<file path="src/rtl/mem_arbiter_if.sv">
// Bundle between the memory arbiter, the IF/MEM pipeline stages and the unified memory.
// The master side is the arbiter; the slave side is the pipeline plus memory.
interface mem_arbiter_if #(
   parameter int ADDR_W = 16,
   parameter int DATA_W = 16
);
   logic              i_req;
   logic [ADDR_W-1:0] i_addr;
   logic              i_flush;
   logic [DATA_W-1:0] i_rdata;
   logic              i_valid;
   logic              i_stall;

   logic              d_req;
   logic              d_wr;
   logic [ADDR_W-1:0] d_addr;
   logic [DATA_W-1:0] d_wdata;
   logic [DATA_W-1:0] d_rdata;
   logic              d_valid;
   logic              d_stall;

   logic              hlt;

   logic              m_en;
   logic              m_wr;
   logic [ADDR_W-1:0] m_addr;
   logic [DATA_W-1:0] m_wdata;
   logic [DATA_W-1:0] m_rdata;

   modport master (
      input  i_req, i_addr, i_flush, d_req, d_wr, d_addr, d_wdata, hlt, m_rdata,
      output i_rdata, i_valid, i_stall, d_rdata, d_valid, d_stall,
             m_en, m_wr, m_addr, m_wdata
   );

   modport slave (
      output i_req, i_addr, i_flush, d_req, d_wr, d_addr, d_wdata, hlt, m_rdata,
      input  i_rdata, i_valid, i_stall, d_rdata, d_valid, d_stall,
             m_en, m_wr, m_addr, m_wdata
   );
endinterface

</file>
<file path="src/rtl/mem_arbiter.sv">
// Single-port memory arbiter for the 5-stage pipeline: data has fixed priority
// over fetch, each access runs LAT cycles followed by a one-cycle response.
module mem_arbiter #(
   parameter int ADDR_W = 16,
   parameter int DATA_W = 16,
   parameter int LAT    = 4
) (
   input  logic          clk,
   input  logic          rst_n,
   mem_arbiter_if.master bus
);
   localparam int CNT_W = $clog2(LAT + 1);

   typedef enum logic [1:0] {IDLE, BUSY, RESP} state_t;

   state_t            state_q, state_d;
   logic              owner_q, owner_d;
   logic              kill_q, kill_d;
   logic [CNT_W-1:0]  cnt_q, cnt_d;
   logic [ADDR_W-1:0] addr_q, addr_d;
   logic              wr_q, wr_d;
   logic [DATA_W-1:0] wdata_q, wdata_d;
   logic [DATA_W-1:0] i_rdata_q, i_rdata_d;
   logic [DATA_W-1:0] d_rdata_q, d_rdata_d;

   always_ff @(posedge clk) begin
      if (!rst_n) begin
         state_q   <= IDLE;
         owner_q   <= 1'b0;
         kill_q    <= 1'b0;
         cnt_q     <= '0;
         addr_q    <= '0;
         wr_q      <= 1'b0;
         wdata_q   <= '0;
         i_rdata_q <= '0;
         d_rdata_q <= '0;
      end else begin
         state_q   <= state_d;
         owner_q   <= owner_d;
         kill_q    <= kill_d;
         cnt_q     <= cnt_d;
         addr_q    <= addr_d;
         wr_q      <= wr_d;
         wdata_q   <= wdata_d;
         i_rdata_q <= i_rdata_d;
         d_rdata_q <= d_rdata_d;
      end
   end

   always_comb begin
      state_d   = state_q;
      owner_d   = owner_q;
      kill_d    = kill_q;
      cnt_d     = cnt_q;
      addr_d    = addr_q;
      wr_d      = wr_q;
      wdata_d   = wdata_q;
      i_rdata_d = i_rdata_q;
      d_rdata_d = d_rdata_q;
      case (state_q)
         IDLE: begin
            if (bus.d_req) begin
               owner_d = 1'b1;
               addr_d  = bus.d_addr;
               wr_d    = bus.d_wr;
               wdata_d = bus.d_wdata;
               cnt_d   = CNT_W'(LAT - 1);
               state_d = BUSY;
            end else if (bus.i_req && !bus.hlt) begin
               owner_d = 1'b0;
               addr_d  = bus.i_addr;
               wr_d    = 1'b0;
               cnt_d   = CNT_W'(LAT - 1);
               state_d = BUSY;
            end
         end
         BUSY: begin
            if (!owner_q && bus.i_flush) begin
               kill_d = 1'b1;
            end
            if (cnt_q == '0) begin
               state_d = RESP;
               // A squashed fetch still finishes on the bus but must not overwrite i_rdata.
               if (owner_q && !wr_q) begin
                  d_rdata_d = bus.m_rdata;
               end else if (!owner_q && !kill_q && !bus.i_flush) begin
                  i_rdata_d = bus.m_rdata;
               end
            end else begin
               cnt_d = cnt_q - CNT_W'(1);
            end
         end
         RESP: begin
            kill_d  = 1'b0;
            state_d = IDLE;
         end
         default: state_d = IDLE;
      endcase
   end

   always_comb begin
      bus.m_en    = (state_q == BUSY);
      bus.m_wr    = (state_q == BUSY) && wr_q;
      bus.m_addr  = addr_q;
      bus.m_wdata = wdata_q;
      bus.i_rdata = i_rdata_q;
      bus.d_rdata = d_rdata_q;
      bus.i_valid = rst_n && (state_q == RESP) && !owner_q && !kill_q && !bus.i_flush;
      bus.d_valid = rst_n && (state_q == RESP) && owner_q;
      bus.i_stall = rst_n && bus.i_req && !bus.i_valid;
      bus.d_stall = rst_n && bus.d_req && !bus.d_valid;
   end
endmodule

</file>
<file path="src/flat_wrapper.sv">
// flat-port wrapper written by rule: the top's interface ports become plain ports
module mem_arbiter_flat 
#(
   parameter int ADDR_W = 16,
   parameter int DATA_W = 16,
   parameter int LAT    = 4
)
  (clk, rst_n, bus_i_req, bus_i_addr, bus_i_flush, bus_d_req, bus_d_wr, bus_d_addr, bus_d_wdata, bus_hlt, bus_m_rdata, bus_i_rdata, bus_i_valid, bus_i_stall, bus_d_rdata, bus_d_valid, bus_d_stall, bus_m_en, bus_m_wr, bus_m_addr, bus_m_wdata);
  mem_arbiter_if #(.ADDR_W(ADDR_W), .DATA_W(DATA_W)) bus_i ();
  input  logic clk;
  input  logic rst_n;
  input wire logic [$bits(bus_i.i_req)-1:0] bus_i_req;
  input wire logic [$bits(bus_i.i_addr)-1:0] bus_i_addr;
  input wire logic [$bits(bus_i.i_flush)-1:0] bus_i_flush;
  input wire logic [$bits(bus_i.d_req)-1:0] bus_d_req;
  input wire logic [$bits(bus_i.d_wr)-1:0] bus_d_wr;
  input wire logic [$bits(bus_i.d_addr)-1:0] bus_d_addr;
  input wire logic [$bits(bus_i.d_wdata)-1:0] bus_d_wdata;
  input wire logic [$bits(bus_i.hlt)-1:0] bus_hlt;
  input wire logic [$bits(bus_i.m_rdata)-1:0] bus_m_rdata;
  output wire logic [$bits(bus_i.i_rdata)-1:0] bus_i_rdata;
  output wire logic [$bits(bus_i.i_valid)-1:0] bus_i_valid;
  output wire logic [$bits(bus_i.i_stall)-1:0] bus_i_stall;
  output wire logic [$bits(bus_i.d_rdata)-1:0] bus_d_rdata;
  output wire logic [$bits(bus_i.d_valid)-1:0] bus_d_valid;
  output wire logic [$bits(bus_i.d_stall)-1:0] bus_d_stall;
  output wire logic [$bits(bus_i.m_en)-1:0] bus_m_en;
  output wire logic [$bits(bus_i.m_wr)-1:0] bus_m_wr;
  output wire logic [$bits(bus_i.m_addr)-1:0] bus_m_addr;
  output wire logic [$bits(bus_i.m_wdata)-1:0] bus_m_wdata;
  assign bus_i.i_req = bus_i_req;
  assign bus_i.i_addr = bus_i_addr;
  assign bus_i.i_flush = bus_i_flush;
  assign bus_i.d_req = bus_d_req;
  assign bus_i.d_wr = bus_d_wr;
  assign bus_i.d_addr = bus_d_addr;
  assign bus_i.d_wdata = bus_d_wdata;
  assign bus_i.hlt = bus_hlt;
  assign bus_i.m_rdata = bus_m_rdata;
  assign bus_i_rdata = bus_i.i_rdata;
  assign bus_i_valid = bus_i.i_valid;
  assign bus_i_stall = bus_i.i_stall;
  assign bus_d_rdata = bus_i.d_rdata;
  assign bus_d_valid = bus_i.d_valid;
  assign bus_d_stall = bus_i.d_stall;
  assign bus_m_en = bus_i.m_en;
  assign bus_m_wr = bus_i.m_wr;
  assign bus_m_addr = bus_i.m_addr;
  assign bus_m_wdata = bus_i.m_wdata;
  mem_arbiter #(.ADDR_W(ADDR_W), .DATA_W(DATA_W), .LAT(LAT)) u_core (.clk(clk), .rst_n(rst_n), .bus(bus_i));
endmodule
</file>
<file path="config.mk">
export PLATFORM = sky130hd
export DESIGN_NAME = mem_arbiter_flat
export DESIGN_NICKNAME = d
export VERILOG_FILES = /design/src/rtl/mem_arbiter_if.sv /design/src/rtl/mem_arbiter.sv /design/src/flat_wrapper.sv
export SDC_FILE = /design/constraint.sdc
export NUM_CORES = 1
export LEC_CHECK = 0
export BUFFER_PORTS_ARGS = -buffer_cell sky130_fd_sc_hd__buf_2
export CAP_MARGIN = 0
export CORE_ASPECT_RATIO = 0.5
export CORE_MARGIN = 5
export CORE_UTILIZATION = 35
export CTS_CLUSTER_SIZE = 25
export DETAILED_ROUTE_END_ITERATION = 8
export MAX_ROUTING_LAYER = met4
export PLACE_DENSITY = 0.67
export SLEW_MARGIN = 10
export SYNTH_ARGS = -nofsm -noshare
export SYNTH_HDL_FRONTEND = slang
export SYNTH_SLANG_ARGS = --single-unit
</file>
<file path="constraint.sdc">
create_clock -name clk -period 2.1 [get_ports clk]
set_clock_uncertainty 0.15 [all_clocks]
set_input_delay 0 -clock clk [delete_from_list [all_inputs] [get_ports clk]]
set_output_delay 0 -clock clk [all_outputs]
set_load 0.01 [all_outputs]
</file>
Word-level counts from Yosys, hierarchy flattened
Index checks and enable logic that the tools add are counted.
Cells by class
  $add $sub $neg: 1
  $mul: 0
  divide/modulo/power cells: 0
  magnitude comparators: 0
  eq/ne operators: 6
  shift operators: 0
  muxes and demuxes: 15
  bitwise operators: 1
  reductions and logical operators: 34
Operators with widths (number)
  $mux W16: 2
  $logic_and A1 B1 Y1: 15
  $mux W3: 3
  $reduce_and A2 Y1: 4
  $logic_not A1 Y1: 7
  $mux W2: 3
  $pmux W3 S2: 1
  $reduce_and A3 Y1: 2
  $reduce_bool A2 Y1: 3
  $mux W1: 4
  $ne A2 B1 Y1 const B: 2
  $pmux W2 S2: 1
  $reduce_and A4 Y1: 1
  $logic_not A3 Y1: 1
  $ne A3 B2 Y1 const B: 1
  $sub A3 B1 Y3 const B: 1
  $eq A2 B1 Y1 const B: 1
  $eq A2 B2 Y1 const B: 1
  $logic_not A2 Y1: 1
  $ne A2 B2 Y1 const B: 1
  $pmux W1 S2: 1
  $not A1 Y1: 1
Word-level totals
  flip-flop bits (word level): 72
  bits in latches: 0
  memory bits (writable): 0
  ROM bits: 0
  bits of input ports: 71
  output and inout port bits: 70
  word-level logic and storage cells: 66
  memories: 0

Longest topological paths before layout
  word-level depth: 7
  mapped depth: 7
  depth with buffers taken out: 5

Least setup slack after synthesis
OpenSTA, ideal clock, no wires.
  path kind: reg2reg
  start point: register u_core.cnt_q[0]
  end point: register u_core.d_rdata_q[10] (netlist: u_core.bus.d_rdata[10])
  library setup time: 0.072 ns
  arrival time: 1.335 ns
  data required time: 1.878 ns
  slack: 0.543 ns
  cell stages (with the launch flop): 8
  path buffers: 2
  clock period less this slack: 1.557 ns
  cell sequence: dfxtp_1 inv_1 ha_1 and4bb_1 nand3b_1 buf_6 buf_12 mux2i_1
Between the ends
  longest elaborated chain between the ends: 2
RTL lines
  start: declaration: RTL line mem_arbiter.sv:19  | logic [CNT_W-1:0] cnt_q, cnt_d;
  start signal: assignment: RTL line mem_arbiter.sv:41  | cnt_q <= cnt_d;
  $logic_not A3 Y1: RTL line mem_arbiter.sv:81  | if (cnt_q == '0) begin
  $reduce_and A3 Y1 (no line)
  end signal: assignment: RTL line mem_arbiter.sv:46  | d_rdata_q <= d_rdata_d;
  end: declaration: RTL line mem_arbiter.sv:24  | logic [DATA_W-1:0] d_rdata_q, d_rdata_d;
No other way between the ends.
A chain may end at the register's enable or synchronous reset.

Worst setup path in the final report
  start point: register u_core.cnt_q[0]
  end point: register u_core.i_rdata_q[11] (netlist: u_core.bus.i_rdata[11])
Between the ends
  longest elaborated chain between the ends: 2
RTL lines
  $logic_not A3 Y1: RTL line mem_arbiter.sv:81
  $reduce_and A4 Y1 (no line)
  end signal: assignment: RTL line mem_arbiter.sv:45  | i_rdata_q <= i_rdata_d;
  end: declaration: RTL line mem_arbiter.sv:23  | logic [DATA_W-1:0] i_rdata_q, i_rdata_d;
No other way between the ends.

==> flow_summary.yaml <==
route:
  top_layer_used: "met4"
  vias: 2905
  ant_nets: 0
  drt_first_pass_iters: 4
  drt-vias-per-instance: 4.63
  wl_met2_um: 4450
  wl_per_cell_um: 13.8
  drt_iter0_markers: 93
  drc: 0
  routed-wl-met3_um: 444
  routed_wl_um: 8630
  wl_met1_um: 3610
worst_setup_path:
  slowest_delay_ps: 420
  path_class: "flip-flop to flip-flop"
  end_kind: "flip-flop"
  crit_chain: "inv_1, ha_1, and4bb_1, nand2_2, mux2i_1"
  cp.required_ps: 2200
  critPathArrivalTime_ps: 1890
  path_max_fanout: 16
  cp_slowest_cell: "nand2_2"
  start_kind: "flip-flop"
run:
  cap_viol_max_count: 0
placed_design:
  port_buffers: 140
  dpl_cell_area_um2: 3830
  post-dp-hpwl_um: 5570
  gp_congestion: 0.738
floorplanning:
  start_util: 0.353
  ios: 141
  die_area_um2: 10700
  die_x_um: 142
  die_h_um: 75.8
  fp-row-count: 24
  core_area_um2: 8590
global_routing:
  grt_max_degree: 29
  grt_pass1_vias: 3001
  overflow: 0
  grt_pass1_wl_um: 13900
  grt.total_usage: 0.168
  antenna_found_initial: 0
clocking:
  h-tree-depth: 3
  cts_made_buffers: 9
  cts_post_setup_buffers_inserted: 0
  cts_tree: "built"
  ctsLongestPathBuffers: 2
  cts.sinks: 72
  clk_latency_ps: 330
  clkTransAtPathRegs_ps: 60
  root_buffer: "clkbuf_16"
logic_synthesis:
  avgSynthCellArea_um2: 10.1
  synth_seq_cells: 72
  async_reset_ff_frac: 0
  synth_top_area_frac: 0.475
  synth_cells: 301
  synthesis.nets: 374
  ys_seq_area_frac: 0.475
  synthDistinctLibCells: 37
  synth_common_cells: "dfxtp_1, mux2i_1, nand2_1, nor2_1"
  synth_most_common_cell: "dfxtp_1"
  netlist_area_um2: 3030
  synth.area.top_cells: "dfxtp_1, mux2i_1, nand2_1"
  synth_top_cell_by_area: "dfxtp_1"
  synth_ff_type: "dfxtp_1"
  synth_edf_count: 0
  synth_warnings: 0
pwr:
  intPower_w: 0.00305
  power_switching_w: 0.000951
  sequentialPowerShare: 0.381
  p_comb_frac: 0.173
  sw_frac_of_total: 0.237
  clkPwrFrac: 0.446
  power.density_nw_per_um2: 825
  leakage_nw: 2.62
  irDropWorstVdd_uv: 464
sta:
  max_freq_mhz: 557
  fin_crit_ps: 1790
  rsz0062_at_grt: "no"
  tns_ps: 0
  hold_viol: 0
  hold_slack_ps: 49.4
  worst-slew-pin-transition_ps: 537
  relSlewSlack: 0.641
  setup_violations: 0
  slew_viol_final: 0
  finalCritPeriodShare: 0.855
cells_and_area:
  layout.nets: 578
  syn2layout_area_growth_pct: 60.0
  drive_gt1_frac: 0.335
  antenna_cells: 0
  fin_util: 0.565
  final_area_um2: 4850
worst_hold_path:
  min_path_type: "input port to flip-flop"
outcome:
  status: "completed"
-- timing repair --
action | in CTS | in global routing
resized for setup | 0 | 0
hold buffers | 67 | 0
hold endpoints to repair | 66 | 0
setup endpoints to repair | 0 | 0
-- metrics by stage --
step / instances / total power (W) / setup WS [ps]
6_report: 627 / 0.00400 / 305
5_1_grt: 627 / 0.00419 / 200
4_1_cts: 627 / 0.00404 / 270
3_5_place_dp: 544 / 0.00213 / 273
3_3_place_gp: 544 / 0.00212 / 387
2_1_floorplan: 301 / 0.00191 / 543
-- area by class of cell --
type                            count  area [um2]
Clock inverter                      5         103
Sequential cell                    72        1440
Clock buffer                       11         253
Tap cell                          117         146
Multi-Input combinational cell    200        1430
Timing Repair Buffer              218        1470
Fill cell                         766        3730
Inverter                            4        15.0
-- per-layer routing --
layer,up-vias,GRT usage
li1,1461,-
met1,1355,0.181
met2,77,0.302
met3,12,0.0583
met4,0,0.0436
met5,-,-
-- logic make-up after synthesis --
kind of cell / synth area share
AND/OR/NAND/NOR: 0.131
flip-flops: 0.475
multiplexers: 0.211
AO/OA/AOI/OAI: 0.119
buffers and inverters: 0.0557
adder cells (fa/ha/maj): 0.00825
-- worst max-delay path, delay by kind of cell (launching register included) --
family / cells / cell delay [ps]
and+or+nand+nor: 2 / 660
DFF: 1 / 350
muxes: 1 / 270
adders and majority gates: 1 / 220
buffers and inverters: 1 / 70
-- power groups by stage --
| stage | combinational [W] | clock (W) | sequential (W) |
|---|---|---|---|
| after floorplan | 0.000330 | 0 | 0.00158 |
| after global placement | 0.000574 | 0 | 0.00155 |
| after detailed placement | 0.000582 | 0 | 0.00155 |
| after CTS | 0.000688 | 0.00183 | 0.00152 |
| after global routing | 0.000760 | 0.00190 | 0.00154 |
| final | 0.000692 | 0.00179 | 0.00153 |
-- final timing paths --
kind,from,to,slack [ps],cells after the start
worst max-delay path,u_core.cnt_q[0],u_core.bus.i_rdata[11],310,5
worst min register to register,u_core.bus.i_rdata[2],u_core.bus.i_rdata[2],310,2
worst min-delay path,bus_d_req,u_core.bus.m_addr[1],50,3
worst max register to register,u_core.cnt_q[0],u_core.bus.i_rdata[11],310,5
-- layout by cell type (no fill, tap or decap), types with 3 or more instances in the layout --
cell type,instances
o211ai_1,16
bufinv_16,3
mux2i_1,64
dfxtp_1,72
dlygate4sd3_1,67
nand3_1,4
buf_2,140
o211a_1,16
nor2_1,18
o21a_1,3
buf_4,10
nand2_1,51
inv_1,3
clkbuf_16,9
-- state kept, by name (all words and copies together), names as in the netlist --
register            count
u_core.bus.d_rdata     16
u_core.bus.i_rdata     16
u_core.bus.m_addr      16
u_core.bus.m_wdata     16
u_core.cnt_q            3
u_core.kill_q           1
u_core.owner_q          1
u_core.state_q          2
u_core.wr_q             1
Note: power is estimated with default switching activity, not from simulation.
